`src/rtl/simd_inst_receiver_pkg.sv`:
```
// Shared definitions for the SIMD instruction link: opcodes, field
// positions, the decoded instruction struct and the issue FSM encoding.
package SimdInst_pkg;

  localparam logic [5:0] OP_NOP = 6'd0;
  localparam logic [5:0] OP_END = 6'd63;

  // Field positions inside a 32-bit instruction word; bits [10:4] are unused.
  localparam int OP_MSB   = 31;
  localparam int OP_LSB   = 26;
  localparam int DST_MSB  = 25;
  localparam int DST_LSB  = 21;
  localparam int SRC0_MSB = 20;
  localparam int SRC0_LSB = 16;
  localparam int SRC1_MSB = 15;
  localparam int SRC1_LSB = 11;
  localparam int RPT_MSB  = 3;
  localparam int RPT_LSB  = 0;

  typedef struct packed {
    logic [5:0] op;
    logic [4:0] dst;
    logic [4:0] src0;
    logic [4:0] src1;
    logic [3:0] rpt;
  } simd_inst_t;

  typedef enum logic [1:0] {
    ST_IDLE  = 2'd0,
    ST_ISSUE = 2'd1,
    ST_HALT  = 2'd2
  } issue_state_e;

  function automatic simd_inst_t decode_inst(input logic [31:0] w);
    simd_inst_t r;
    r.op   = w[OP_MSB:OP_LSB];
    r.dst  = w[DST_MSB:DST_LSB];
    r.src0 = w[SRC0_MSB:SRC0_LSB];
    r.src1 = w[SRC1_MSB:SRC1_LSB];
    r.rpt  = w[RPT_MSB:RPT_LSB];
    return r;
  endfunction

endpackage

```
`src/rtl/simd_inst_fifo.sv`:
```
// Synchronous DEPTH x W FIFO with registered pointers and occupancy count.
// Read data is the current head (asynchronous read of the storage array).
// Pushes at full and pops at empty are ignored.
module simd_inst_fifo #(
  parameter int DEPTH = 4,
  parameter int W     = 32
) (
  input  logic                       i_clk,
  input  logic                       i_rst,
  input  logic                       push_i,
  input  logic [W-1:0]               din_i,
  input  logic                       pop_i,
  output logic [W-1:0]               dout_o,
  output logic                       full_o,
  output logic                       empty_o,
  output logic [$clog2(DEPTH+1)-1:0] count_o
);

  localparam int AW = $clog2(DEPTH);
  localparam int CW = $clog2(DEPTH + 1);

  logic [W-1:0]  mem_q [DEPTH];
  logic [AW-1:0] wptr_q, wptr_d;
  logic [AW-1:0] rptr_q, rptr_d;
  logic [CW-1:0] count_q, count_d;
  logic          do_push, do_pop;

  assign full_o  = (count_q == CW'(DEPTH));
  assign empty_o = (count_q == '0);
  assign count_o = count_q;
  assign dout_o  = mem_q[rptr_q];
  assign do_push = push_i && !full_o;
  assign do_pop  = pop_i && !empty_o;

  // Next pointer and occupancy values; pointers wrap naturally (DEPTH is a power of two).
  always_comb begin
    wptr_d  = wptr_q;
    rptr_d  = rptr_q;
    count_d = count_q;
    if (do_push) wptr_d = wptr_q + 1'b1;
    if (do_pop)  rptr_d = rptr_q + 1'b1;
    case ({do_push, do_pop})
      2'b10:   count_d = count_q + 1'b1;
      2'b01:   count_d = count_q - 1'b1;
      default: count_d = count_q;
    endcase
  end

  // Pointer and count registers.
  always_ff @(posedge i_clk) begin
    if (i_rst) begin
      wptr_q  <= '0;
      rptr_q  <= '0;
      count_q <= '0;
    end else begin
      wptr_q  <= wptr_d;
      rptr_q  <= rptr_d;
      count_q <= count_d;
    end
  end

  // Storage array; contents need no reset because occupancy gates every read.
  always_ff @(posedge i_clk) begin
    if (do_push) mem_q[wptr_q] <= din_i;
  end

endmodule

```
`src/rtl/simd_inst_receiver.sv`:
```
// Receiver for the SIMD instruction link. Instructions are buffered in a
// FIFO and expanded by a three-state issue FSM into rpt+1 lane-group beats.
// Both channels transfer in a cycle where rdy && ack are high.
// An END instruction parks the FSM in HALT until reset.
module simd_inst_receiver
  import SimdInst_pkg::*;
#(
  parameter int DEPTH   = 4,
  parameter int INST_BW = 32,
  parameter int NGRP    = 16
) (
  input  logic                       i_clk,
  input  logic                       i_rst,
  input  logic                       inst_rdy,
  output logic                       inst_ack,
  input  logic [INST_BW-1:0]         inst_dat,
  output logic                       exe_rdy,
  input  logic                       exe_ack,
  output logic [5:0]                 exe_op,
  output logic [4:0]                 exe_dst,
  output logic [4:0]                 exe_src0,
  output logic [4:0]                 exe_src1,
  output logic [$clog2(NGRP)-1:0]    exe_grp,
  output logic                       exe_last,
  output logic                       o_idle,
  output logic [1:0]                 o_dbg_state,
  output logic [$clog2(DEPTH+1)-1:0] o_dbg_count
);

  localparam int GW = $clog2(NGRP);
  localparam int CW = $clog2(DEPTH + 1);

  logic [INST_BW-1:0] fifo_dout;
  logic               fifo_full, fifo_empty, fifo_pop;
  logic [CW-1:0]      fifo_count;
  simd_inst_t         head;
  logic               head_live;
  logic [GW-1:0]      head_last_grp;
  logic               unused_bits;

  issue_state_e  state_q, state_d;
  logic [5:0]    op_q, op_d;
  logic [4:0]    dst_q, dst_d, src0_q, src0_d, src1_q, src1_d;
  logic [GW-1:0] grp_q, grp_d;
  logic [GW-1:0] last_grp_q, last_grp_d;
  logic          last_q, last_d;

  // Highest lane-group index of an instruction: rpt, capped at NGRP-1.
  function automatic logic [GW-1:0] last_grp_of(input logic [3:0] rpt);
    if (32'(rpt) > NGRP - 1) return GW'(NGRP - 1);
    return GW'(rpt);
  endfunction

  simd_inst_fifo #(
    .DEPTH (DEPTH),
    .W     (INST_BW)
  ) u_fifo (
    .i_clk   (i_clk),
    .i_rst   (i_rst),
    .push_i  (inst_ack),
    .din_i   (inst_dat),
    .pop_i   (fifo_pop),
    .dout_o  (fifo_dout),
    .full_o  (fifo_full),
    .empty_o (fifo_empty),
    .count_o (fifo_count)
  );

  assign inst_ack      = inst_rdy && !fifo_full;
  assign head          = decode_inst(fifo_dout[31:0]);
  assign head_live     = !fifo_empty && (head.op != OP_NOP);
  assign head_last_grp = last_grp_of(head.rpt);
  assign unused_bits   = ^fifo_dout[10:4];

  // Issue FSM: pops heads, drops NOPs, steps lane groups, loads back-to-back.
  always_comb begin
    state_d    = state_q;
    op_d       = op_q;
    dst_d      = dst_q;
    src0_d     = src0_q;
    src1_d     = src1_q;
    grp_d      = grp_q;
    last_grp_d = last_grp_q;
    last_d     = last_q;
    fifo_pop   = 1'b0;
    case (state_q)
      ST_IDLE: begin
        if (!fifo_empty) begin
          fifo_pop = 1'b1;
          if (head.op != OP_NOP) begin
            op_d       = head.op;
            dst_d      = head.dst;
            src0_d     = head.src0;
            src1_d     = head.src1;
            grp_d      = '0;
            last_grp_d = head_last_grp;
            last_d     = (head_last_grp == '0);
            state_d    = ST_ISSUE;
          end
        end
      end
      ST_ISSUE: begin
        if (exe_ack) begin
          if (last_q) begin
            if (op_q == OP_END) begin
              last_d  = 1'b0;
              state_d = ST_HALT;
            end else if (head_live) begin
              fifo_pop   = 1'b1;
              op_d       = head.op;
              dst_d      = head.dst;
              src0_d     = head.src0;
              src1_d     = head.src1;
              grp_d      = '0;
              last_grp_d = head_last_grp;
              last_d     = (head_last_grp == '0);
            end else begin
              last_d  = 1'b0;
              state_d = ST_IDLE;
            end
          end else begin
            grp_d  = grp_q + 1'b1;
            last_d = (grp_d == last_grp_q);
          end
        end
      end
      ST_HALT: begin
        state_d = ST_HALT;
      end
      default: begin
        state_d = ST_IDLE;
      end
    endcase
  end

  // Issue register, beat counter and FSM state.
  always_ff @(posedge i_clk) begin
    if (i_rst) begin
      state_q    <= ST_IDLE;
      op_q       <= '0;
      dst_q      <= '0;
      src0_q     <= '0;
      src1_q     <= '0;
      grp_q      <= '0;
      last_grp_q <= '0;
      last_q     <= 1'b0;
    end else begin
      state_q    <= state_d;
      op_q       <= op_d;
      dst_q      <= dst_d;
      src0_q     <= src0_d;
      src1_q     <= src1_d;
      grp_q      <= grp_d;
      last_grp_q <= last_grp_d;
      last_q     <= last_d;
    end
  end

  assign exe_rdy     = (state_q == ST_ISSUE);
  assign exe_op      = op_q;
  assign exe_dst     = dst_q;
  assign exe_src0    = src0_q;
  assign exe_src1    = src1_q;
  assign exe_grp     = grp_q;
  assign exe_last    = last_q;
  assign o_idle      = (state_q == ST_IDLE) && (fifo_count == '0);
  assign o_dbg_state = state_q;
  assign o_dbg_count = fifo_count;

endmodule

```
`config.mk`:
```
export PLATFORM = sky130hd
export DESIGN_NAME = simd_inst_receiver
export DESIGN_NICKNAME = d
export VERILOG_FILES = /design/src/rtl/simd_inst_receiver_pkg.sv /design/src/rtl/simd_inst_fifo.sv /design/src/rtl/simd_inst_receiver.sv
export SDC_FILE = /design/constraint.sdc
export NUM_CORES = 1
export LEC_CHECK = 0
export BUFFER_PORTS_ARGS = -buffer_cell sky130_fd_sc_hd__buf_2
export CORE_MARGIN = 4
export CORE_UTILIZATION = 57
export CTS_CLUSTER_SIZE = 25
export DETAILED_ROUTE_END_ITERATION = 12
export PLACE_DENSITY = 0.83
export SLEW_MARGIN = 20
export SYNTH_ARGS = -nofsm -noshare
export SYNTH_HDL_FRONTEND = slang
export SYNTH_SLANG_ARGS = --single-unit
export TNS_END_PERCENT = 10
```
`constraint.sdc`:
```
create_clock -name i_clk -period 4 [get_ports i_clk]
set_input_delay 0 -clock i_clk [delete_from_list [all_inputs] [get_ports i_clk]]
set_output_delay 0 -clock i_clk [all_outputs]
set_load 0.05 [all_outputs]
```
==> results of run 1 <==
==> cells in the mapped netlist (5+ instances only) <==
cell type / count / area share, %
mux4_2: 25 / 10
inv_1: 7 / 0.47
clkbuf_1: 11 / 0.74
nor3_1: 5 / 0.45
nor2_1: 39 / 2.6
dfxtp_1: 41 / 15
edfxtp_1: 100 / 54
o21ai_0: 10 / 0.90
ha_1: 6 / 1.4
a21oi_1: 7 / 0.63
xnor2_1: 5 / 0.79
mux2i_1: 27 / 4.9
==> state kept, by name (all words and copies together), names as in the netlist, named ones only <==
name / count
exe_dst: 5
exe_src0: 5
last_grp_q: 4
u_fifo.rptr_q: 2
exe_last: 1
o_dbg_state: 2
exe_op: 6
u_fifo.wptr_q: 2
exe_src1: 5
exe_grp: 4
u_fifo.mem_q: 100
u_fifo.count_o: 3
==> area by class of cell <==
cell class                 instances  share of cell area, %
inverter                           7                 0.3860
clock inverter                    14                  2.463
multi-input combinational        175                  23.40
clock buffer                      18                  6.140
sequential                       141                  56.19
tap                              129                  2.371
timing repair buffer              94                  9.044
==> timing repair <==
item	4_1_cts	5_1_grt
resized for setup	0	0
endpoints found under the hold margin	104	0
hold buffers	26	0
endpoints found under the setup margin	0	0
==> where the power goes <==
part | switching (W) | total (W) | internal (W) | leakage (nW)
Clock | 0.000595 | 0.00154 | 0.000950 | 0.281
Sequential | 0.000203 | 0.00207 | 0.00187 | 1.25
Combinational | 0.00119 | 0.00189 | 0.000705 | 0.981
Total | 0.00198 | 0.00551 | 0.00352 | 2.52
==> through the flow <==
| step | instance area [um^2] | instances |
|---|---|---|
| floorplan | 5555 | 340 |
| detailed placement | 5961 | 520 |
| global route | 6807 | 578 |
| CTS | 6807 | 578 |
| global placement | 5961 | 520 |
| finish | 6807 | 578 |
==> how the worst min path moves through the flow <==
stage,slack [ps],to
2_1_floorplan,100,u_fifo.mem_q[0][0]$_DFFE_PP_
5_1_grt,80,u_fifo.wptr_q[0]$_SDFFE_PP0P_
3_3_place_gp,210,u_fifo.mem_q[2][30]$_DFFE_PP_
4_1_cts,40,u_fifo.wptr_q[0]$_SDFFE_PP0P_
3_5_place_dp,220,u_fifo.mem_q[2][20]$_DFFE_PP_
6_report,80,u_fifo.wptr_q[0]$_SDFFE_PP0P_
==> routing by layer <==
layer,share of wire (%),up-vias,wire [um]
met2,52,120,5786
met3,5.6,26,631
met4,2.6,0,286
li1,-,1499,-
met5,0,-,0
met1,40,1619,4504
==> cells by family (layout without fill, tap and decap cells) <==
logic type / Yosys count / after routing
flops: 141 / 141
mux: 53 / 53
compound gates: 32 / 32
fa+ha+maj: 7 / 7
buf+inv: 24 / 133
xor+xnor: 9 / 9
simple gates: 74 / 74
==> worst register-to-register path: stages, from the launching register on <==
cell     delay [ps]
dfxtp_2         600
mux4_2          610
or4_4           580
nor3_1          360
nor2_1          110
ha_1            240
fa_1            390
xnor2_1         140
or3_1           300
a21oi_1         140
==> results by group, run 1 <==
Final layout
  • Layout cells sized above 1: between 20% and 30%
  • Diodes inserted: 0
  • Fill count: 584
  • Util after Layout: 72.63%
  • Multi-input gate area: 1593 um^2
  • # nets final: ~480
  • Register Area: 3825 um^2
  • Commonest non-fill, non-tap cell in the layout: edfxtp_1
  • Area growth from synthesis to layout: 22.52%
  • Leading cell types in the layout, fill and taps excluded: 100 x edfxtp_1, 62 x buf_2, 40 x dfxtp_1

Power
  • P_leak: 2.516 nW
  • Power, Total: 0.005507 W
  • Worst vdd ir: 0.0004449 V
  • P per Cell Area: 809.1 nW/um^2

Clocking
  • H-tree level count: 4
  • Total CTS buffers: 17
  • CTS tree: yes
  • Clock transition at the registers of the reported paths: 60 ps
  • Clock Path Buffers: 2
  • CTS sink count: 141
  • Setup Fix Bufs, Post-CTS: 0
  • Clock Latency Late Sink: 520 ps
  • Root Driver: clkbuf_8

Routing
  • Post-DR wirelength/cell: 19.39 um
  • Detail Route Antenna Nets: 0
  • # DRC: 0
  • Drt via density: 5.647
  • First drt pass iteration count: 4
  • DR vias: around 3300
  • WL final: 11210 um
  • Starting DRT DRC Count: 240

Global route
  • Largest net degree at the start of global routing: 44
  • Global-route usage over all layers: 21.41%
  • GR peak layer: met2
  • First-pass GRT wire length: 18420 um
  • Met2 GRT Util: 36.20%
  • Vias in the first global route: about 3500
  • Met3 usage: 4.576%
  • Met1 Use GR: between 20% and 30%
  • Initial antenna violation count: 0
  • Total congestion overflow: 0

Job
  • Max_cap viols: 0

Setup path
  • Critical-path cell list: mux4_2, or4_4, nor3_1, nor2_1, ha_1, fa_1, xnor2_1, or3_1, a21oi_1
  • Crit end category: flip-flop
  • CP startpoint kind: flip-flop
  • Worst r2r dst: u_fifo.count_o[2]$_SDFFE_PP0P_
  • Max stage delay on crit path: 610 ps
  • Reg2Reg Depth: 9
  • Setup slack, reg-to-reg: 460 ps
  • Critical path's slowest cell: mux4_2
  • WP buf/inv: 0
  • Critical path peak fanout: 12
  • WP depth: 9
  • Delay-heaviest family, CP: simple AND/OR/NAND/NOR gates
  • CP required: about 4400 ps
  • CP endpoint: u_fifo.count_o[2]$_SDFFE_PP0P_
  • Crit path kind: reg2reg
  • Crit path DAT: 3980 ps

Synth
  • Post-synthesis sequential element count: 141
  • Mapped Nets: 383
  • Post-synthesis cell count: 340
  • Synth Warn #: 0
  • Syn avg cell area: roughly 16 um^2
  • Largest family of logic cells by synthesized area: multiplexers
  • Post-Synth Adder-Cell Area: 1.712%
  • Yosys cell types: 47
  • Compound-Gate Fraction of Synth Area: 3.829%
  • Ys flop type: edfxtp_1
  • Simple-gate share of the synthesized area: between 6 and 7%
  • Xor and xnor area share after synthesis: 1.419%
  • Post-synthesis sequential area ratio: between 60% and 70%
  • Cell area after synthesis: ~5600 um^2
  • Multiplexer share of the synthesized area: 15.20%
  • Asr flop ratio synth: 0%
  • EDFF count, synth: 100

Die
  • Die width: between 100 and 150 um
  • Initial Util: 59.28%
  • Die area: 11390 um^2
  • # rows: 35
  • Die Y: 106.7 um
  • CORE AREA: 9371 um^2
  • Ports: 70

STA
  • Final WS setup: around 460 ps
  • Final worst-path cycle share: between 80% and 90%
  • Tmin final: 3544 ps
  • Fin Hold WS: 75.43 ps
  • RSZ-0062 raised after global routing: false
  • Slew headroom: 39.41%
  • Setup TNS: 0 ps
  • Clk_skew: 13.94 ps
  • Final setup fails: 0
  • FMAX: 282.2 MHz
  • Transition time of the tightest slew-check pin: 908.8 ps
  • Slew Limit Fails: 0
  • Hold Vio Cnt, Final: 0

Min path
  • Hold WC Path Type: in2reg
  • Critical hold path startpoint: inst_rdy
  • Worst hold path depth: 4

Status
  • Status: finished, final reports clean

Placement
  • RD Place Congestion: a little over 0.8
  • Hpwl dp: 6439 um
  • Dpl ws: approximately 550 ps
  • Port Buffers: 62
No activity file was read; power rests on OpenSTA's default activity.
==> inputs of run 2 (changes only) <==
==> constraint.sdc (replaced) <==
create_clock -name i_clk -period 4 [get_ports i_clk]
set_input_delay 0.8 -clock i_clk [delete_from_list [all_inputs] [get_ports i_clk]]
set_output_delay 0.8 -clock i_clk [all_outputs]
set_load 0.05 [all_outputs]
==> run 2 against run 1 <==
Net effect: worst hold slack improved by 410 ps; sequential power about the same; core utilization decreased by 2.6 points; die area unchanged.
==> results by group, run 2 (synthesized netlist as in run 1, its figures left out) <==
Die
  • # rows: 35
  • Initial Util: 59.28%
  • Die Y: ~110 um
  • Die area: 11390 um^2
  • Ports: 70
  • Die width: 106.7 um
  • CORE AREA: approximately 9400 um^2

Routing
  • Detail Route Antenna Nets: 0
  • DR vias: 3187
  • WL final: 11170 um
  • Drt via density: 5.774
  • Starting DRT DRC Count: 288
  • First drt pass iteration count: 4
  • # DRC: 0
  • Post-DR wirelength/cell: 20.23 um

Power
  • Worst vdd ir: 0.0004194 V
  • P_leak: 2.418 nW
  • P per Cell Area: 842.8 nW/um^2

Placement
  • Post-placement cell area: 5961 um^2
  • Hpwl dp: 6511 um
  • RD Place Congestion: between 0.8 and 0.9
  • DP Cell Count: between 500 and 600
  • Port Buffers: 62
  • Dpl ws: 567.4 ps

Setup path
  • Crit path DAT: 3900 ps
  • Crit path kind: reg2reg
  • CP startpoint kind: flip-flop
  • Critical path peak fanout: 10
  • Crit end category: flip-flop
  • CP required: 4430 ps

Final layout
  • Layout cells sized above 1: 31.21%
  • Diodes inserted: 0
  • Area growth from synthesis to layout: 18.13%
  • Commonest non-fill, non-tap cell in the layout: edfxtp_1
  • # nets final: 453
  • Largest register by flop count: u_fifo.mem_q
  • Largest register FFs: 100
  • Leading cell types in the layout, fill and taps excluded: 100 x edfxtp_1, 62 x buf_2, 40 x dfxtp_1
  • Final instance area: 6563 um^2
  • Cell Count, Final, Fillers Out: around 550

STA
  • Hold Vio Cnt, Final: 0
  • Transition time of the tightest slew-check pin: 941.3 ps
  • RSZ-0062 raised after global routing: false
  • Fin Hold WS: between 400 and 500 ps
  • Slew Limit Fails: 0
  • Tmin final: 3467 ps
  • Final worst-path cycle share: 86.68%
  • Setup TNS: 0 ps
  • Slew headroom: 37.25%
  • FMAX: 288.4 MHz
  • Final WS setup: about 530 ps
  • Clk_skew: 15.14 ps
  • Final setup fails: 0

Clocking
  • Setup Fix Bufs, Post-CTS: 0
  • Total CTS buffers: 17
  • H-tree level count: 4
  • Clock Path Buffers: 2
  • CTS sink count: 141
  • Clock Latency Late Sink: 520 ps
  • Post-CTS sizing: 0
  • Root Driver: clkbuf_8
  • CTS tree: yes
  • Clock transition at the registers of the reported paths: around 60 ps
  • Hold Buf Count CTS: 0

Global route
  • Initial antenna violation count: 1
  • Global-route usage over all layers: 21.10%
  • Largest net degree at the start of global routing: 44
  • Vias in the first global route: around 3300
  • Total congestion overflow: 0
  • First-pass GRT wire length: roughly 18000 um

Status
  • Status: finished, final reports clean

Job
  • Max_cap viols: 0

Min path
  • Hold WC Path Type: reg2reg
==> run 2: changes by cell type in the layout (fill, tap and decap cells not counted) <==
| cell | previous run | this run |
|---|---|---|
| clkinv_4 | 2 | 5 |
| clkinv_2 | 4 | 1 |
| clkinvlp_4 | 3 | 1 |
| dlygate4sd3_1 | 26 | 0 |
| inv_6 | 2 | 3 |
| inv_8 | 0 | 1 |
==> run 2: final timing paths <==
path	start	endpoint	slack, ps	depth (start not counted)
setup / recovery	flip-flop	u_fifo.count_o[2]$_SDFFE_PP0P_	530	9
setup reg to reg	flip-flop	u_fifo.count_o[2]$_SDFFE_PP0P_	530	9
hold reg to reg	exe_src1[2]$_SDFFE_PP0P_	exe_src1[2]$_SDFFE_PP0P_	490	2
hold / removal	exe_src1[2]$_SDFFE_PP0P_	exe_src1[2]$_SDFFE_PP0P_	490	2
==> run 2: power breakdown <==
group | switching, W | leakage, nW | internal [W]
sequential | 0.000194 | 1.25 | 0.00187
combinational | 0.00119 | 0.872 | 0.000692
clock | 0.000623 | 0.292 | 0.000963
total | 0.00201 | 2.42 | 0.00352
==> run 2: cell type report <==
class / count / area [um^2]
Fill cell: 608 / 2809
Clock inverter: 14 / 183.9
Sequential cell: 141 / 3825
Tap cell: 129 / 161.4
Timing Repair Buffer: 68 / 355.3
Inverter: 7 / 26.28
Multi-Input combinational cell: 175 / 1593
Clock buffer: 18 / 417.9
==> run 2: critical path, cell delays in order (launching register included) <==
cell and delay (ps):
dfxtp_2 540, mux4_2 580, or4_4 580, nor3_1 330, nor2_1 100, ha_1 240, fa_1 400, xnor2_1 150
or3_1 310, a21oi_1 150
==> run 2: stage by stage <==
step,util (%),total power (W)
CTS,70.03,0.005567
global placement,63.60,0.003870
detailed placement,63.60,0.003942
floorplan,-,0.003596
finish,70.03,0.005531
global route,70.03,0.005777
==> run 2: layer usage <==
layer	part of all wire, %	track usage, %
met4	1.2	7.580
met5	0.063	0
met2	51	34.35
met1	41	27.68
met3	7.0	5.479
==> inputs of run 3 (changes only) <==
Settings changed: CAP_MARGIN from default to 20, CORE_UTILIZATION 57 to 59, PLACE_DENSITY 0.83 to 0.84, SYNTH_HIERARCHICAL from default to 1.
==> run 3 against run 2 <==
Net effect: area after synthesis rose by 2.7%; largest power group unchanged; first-iteration DRC count shrank 23%; non-clock buffer count increased by 3.
==> results by group, run 3 <==
Status
  • Status: finished, final reports clean

Final layout
  • Largest register FFs: 100
  • Commonest non-fill, non-tap cell in the layout: edfxtp_1
  • Leading cell types in the layout, fill and taps excluded: 100 x edfxtp_1, 62 x buf_2, 60 x nand2_1
  • Fill count: 601
  • Final instance area: 6628 um^2
  • Layout cells sized above 1: 30.20%
  • # nets final: ~480
  • Area growth from synthesis to layout: 16.19%
  • Largest register by flop count: u_fifo/mem_q
  • Diodes inserted: 0

STA
  • Clk_skew: 10.91 ps
  • Setup TNS: 0 ps
  • Slew headroom: 30.16%
  • Tmin final: 3293 ps
  • RSZ-0062 raised after global routing: false
  • Slew Limit Fails: 0
  • Transition time of the tightest slew-check pin: 1045 ps
  • Final setup fails: 0
  • Hold Vio Cnt, Final: 0
  • Final worst-path cycle share: 82.32%
  • FMAX: approximately 300 MHz

Routing
  • Detail Route Antenna Nets: 0
  • Post-DR wirelength/cell: around 19 um
  • # DRC: 0
  • Starting DRT DRC Count: 222
  • Drt via density: 5.569
  • First drt pass iteration count: 5
  • DR vias: 3208
  • WL final: 10950 um

Global route
  • Largest net degree at the start of global routing: 43
  • Vias in the first global route: between 3000 and 4000
  • Initial antenna violation count: 1
  • Total congestion overflow: 0
  • Global-route usage over all layers: 20.81%
  • First-pass GRT wire length: between 15000 and 20000 um

Setup path
  • Reg2Reg Depth: 13
  • CP required: between 4000 and 5000 ps
  • Crit path DAT: 3750 ps
  • Setup slack, reg-to-reg: approximately 710 ps
  • Worst r2r dst: u_fifo/count_o[2]$_SDFFE_PP0P_
  • Crit end category: flip-flop
  • CP startpoint kind: flip-flop
  • Crit path kind: reg2reg
  • Critical path peak fanout: 7

Clocking
  • Hold Buf Count CTS: 0
  • Clock Latency Late Sink: 530 ps
  • Post-CTS sizing: 0
  • Total CTS buffers: 17
  • Clock Path Buffers: 2
  • Clock transition at the registers of the reported paths: 60 ps
  • H-tree level count: 4
  • Root Driver: clkbuf_8
  • CTS tree: yes
  • Setup Fix Bufs, Post-CTS: 0
  • CTS sink count: 141

Die
  • # rows: 35
  • Die area: 11310 um^2
  • Ports: 70
  • Die Y: 106.3 um
  • Die width: 106.3 um
  • CORE AREA: around 9300 um^2
  • Initial Util: 61.15%

Min path
  • Hold WC Path Type: reg2reg
  • Worst hold path depth: 2
  • Hold Path Sink: exe_src0[1]$_SDFFE_PP0P_
  • Critical hold path startpoint: exe_src0[1]$_SDFFE_PP0P_

Power
  • Flop pwr share: 39.2%
  • P per Cell Area: 788.1 nW/um^2
  • Clock network fraction of total power: 27.6%
  • Combinational share of power: 33.2%
  • P_sw: 0.001955 W
  • Power, Total: roughly 0.0052 W
  • P_leak: 2.428 nW
  • Cell internal pwr: 0.003268 W
  • Switching Share: 37.43%
  • Worst vdd ir: 0.0005409 V

Placement
  • Post-placement cell area: 6073 um^2
  • RD Place Congestion: 0.8967
  • Port Buffers: 62
  • Hpwl dp: ~6800 um

Synth
  • Synth Warn #: 6
  • Mapped Nets: 405
  • Syn avg cell area: between 15 and 20 um^2
  • Post-synthesis cell count: 362
  • Cell area after synthesis: 5704 um^2

Job
  • Max_cap viols: 0
[run 3: metrics by stage]
stage | hold WS [ps] | utilization, % | std cells | setup WS, ps
6_report | 453.6 | 71.05 | 576 | 707.4
5_1_grt | 472.1 | 71.05 | 576 | 515.5
4_1_cts | 458.4 | 71.05 | 576 | 688.6
3_5_place_dp | 447.3 | 65.11 | 544 | 717.3
3_3_place_gp | 439.7 | 65.11 | 544 | 826.0
2_1_floorplan | 446.5 | - | 362 | 862.1
[run 3: worst max-delay path: stages (launching register included)]
cell	delay, ps
dfxtp_2	470
mux4_2	580
or4_4	550
nor3_4	260
o31a_1	160
nor3_1	60
o31ai_2	110
inv_1	70
ha_1	200
inv_1	80
fa_1	170
xor2_1	70
or3_1	310
a21oi_1	140
[run 3: how the worst max path moves through the flow]
stage	startpoint	end	cells past startpoint
2_1_floorplan	flip-flop	u_fifo/count_o[2]$_SDFFE_PP0P_	15
5_1_grt	flip-flop	u_fifo/count_o[2]$_SDFFE_PP0P_	13
3_5_place_dp	flip-flop	u_fifo/count_o[2]$_SDFFE_PP0P_	13
4_1_cts	flip-flop	u_fifo/count_o[2]$_SDFFE_PP0P_	13
3_3_place_gp	flip-flop	u_fifo/count_o[2]$_SDFFE_PP0P_	13
6_report	flip-flop	u_fifo/count_o[2]$_SDFFE_PP0P_	13
[run 3: area by class of cell]
type                    instances  area [um^2]  area share, %
clock buffers                  18        427.9          6.456
clock inverters                14        126.4          1.907
inverters                      13        48.80         0.7363
multi-input cells             190         1660          25.05
flip-flops and latches        141         3825          57.71
well taps                     129        161.4          2.435
repair buffers                 71        377.9          5.701
[run 3: routing by layer]
layer  wire length, um  track usage [%]
met2              5492            34.21
met4               122            8.511
met1              4549            25.86
met5                 7                0
met3               782            6.254
[run 3: power groups by stage]
stage / clock network [W] / logic (W) / registers, W
3_3_place_gp: 0 / 0.00169 / 0.00205
5_1_grt: 0.00153 / 0.00185 / 0.00208
3_5_place_dp: 0 / 0.00173 / 0.00207
6_report: 0.00144 / 0.00174 / 0.00205
2_1_floorplan: 0 / 0.00109 / 0.00245
4_1_cts: 0.00146 / 0.00175 / 0.00205
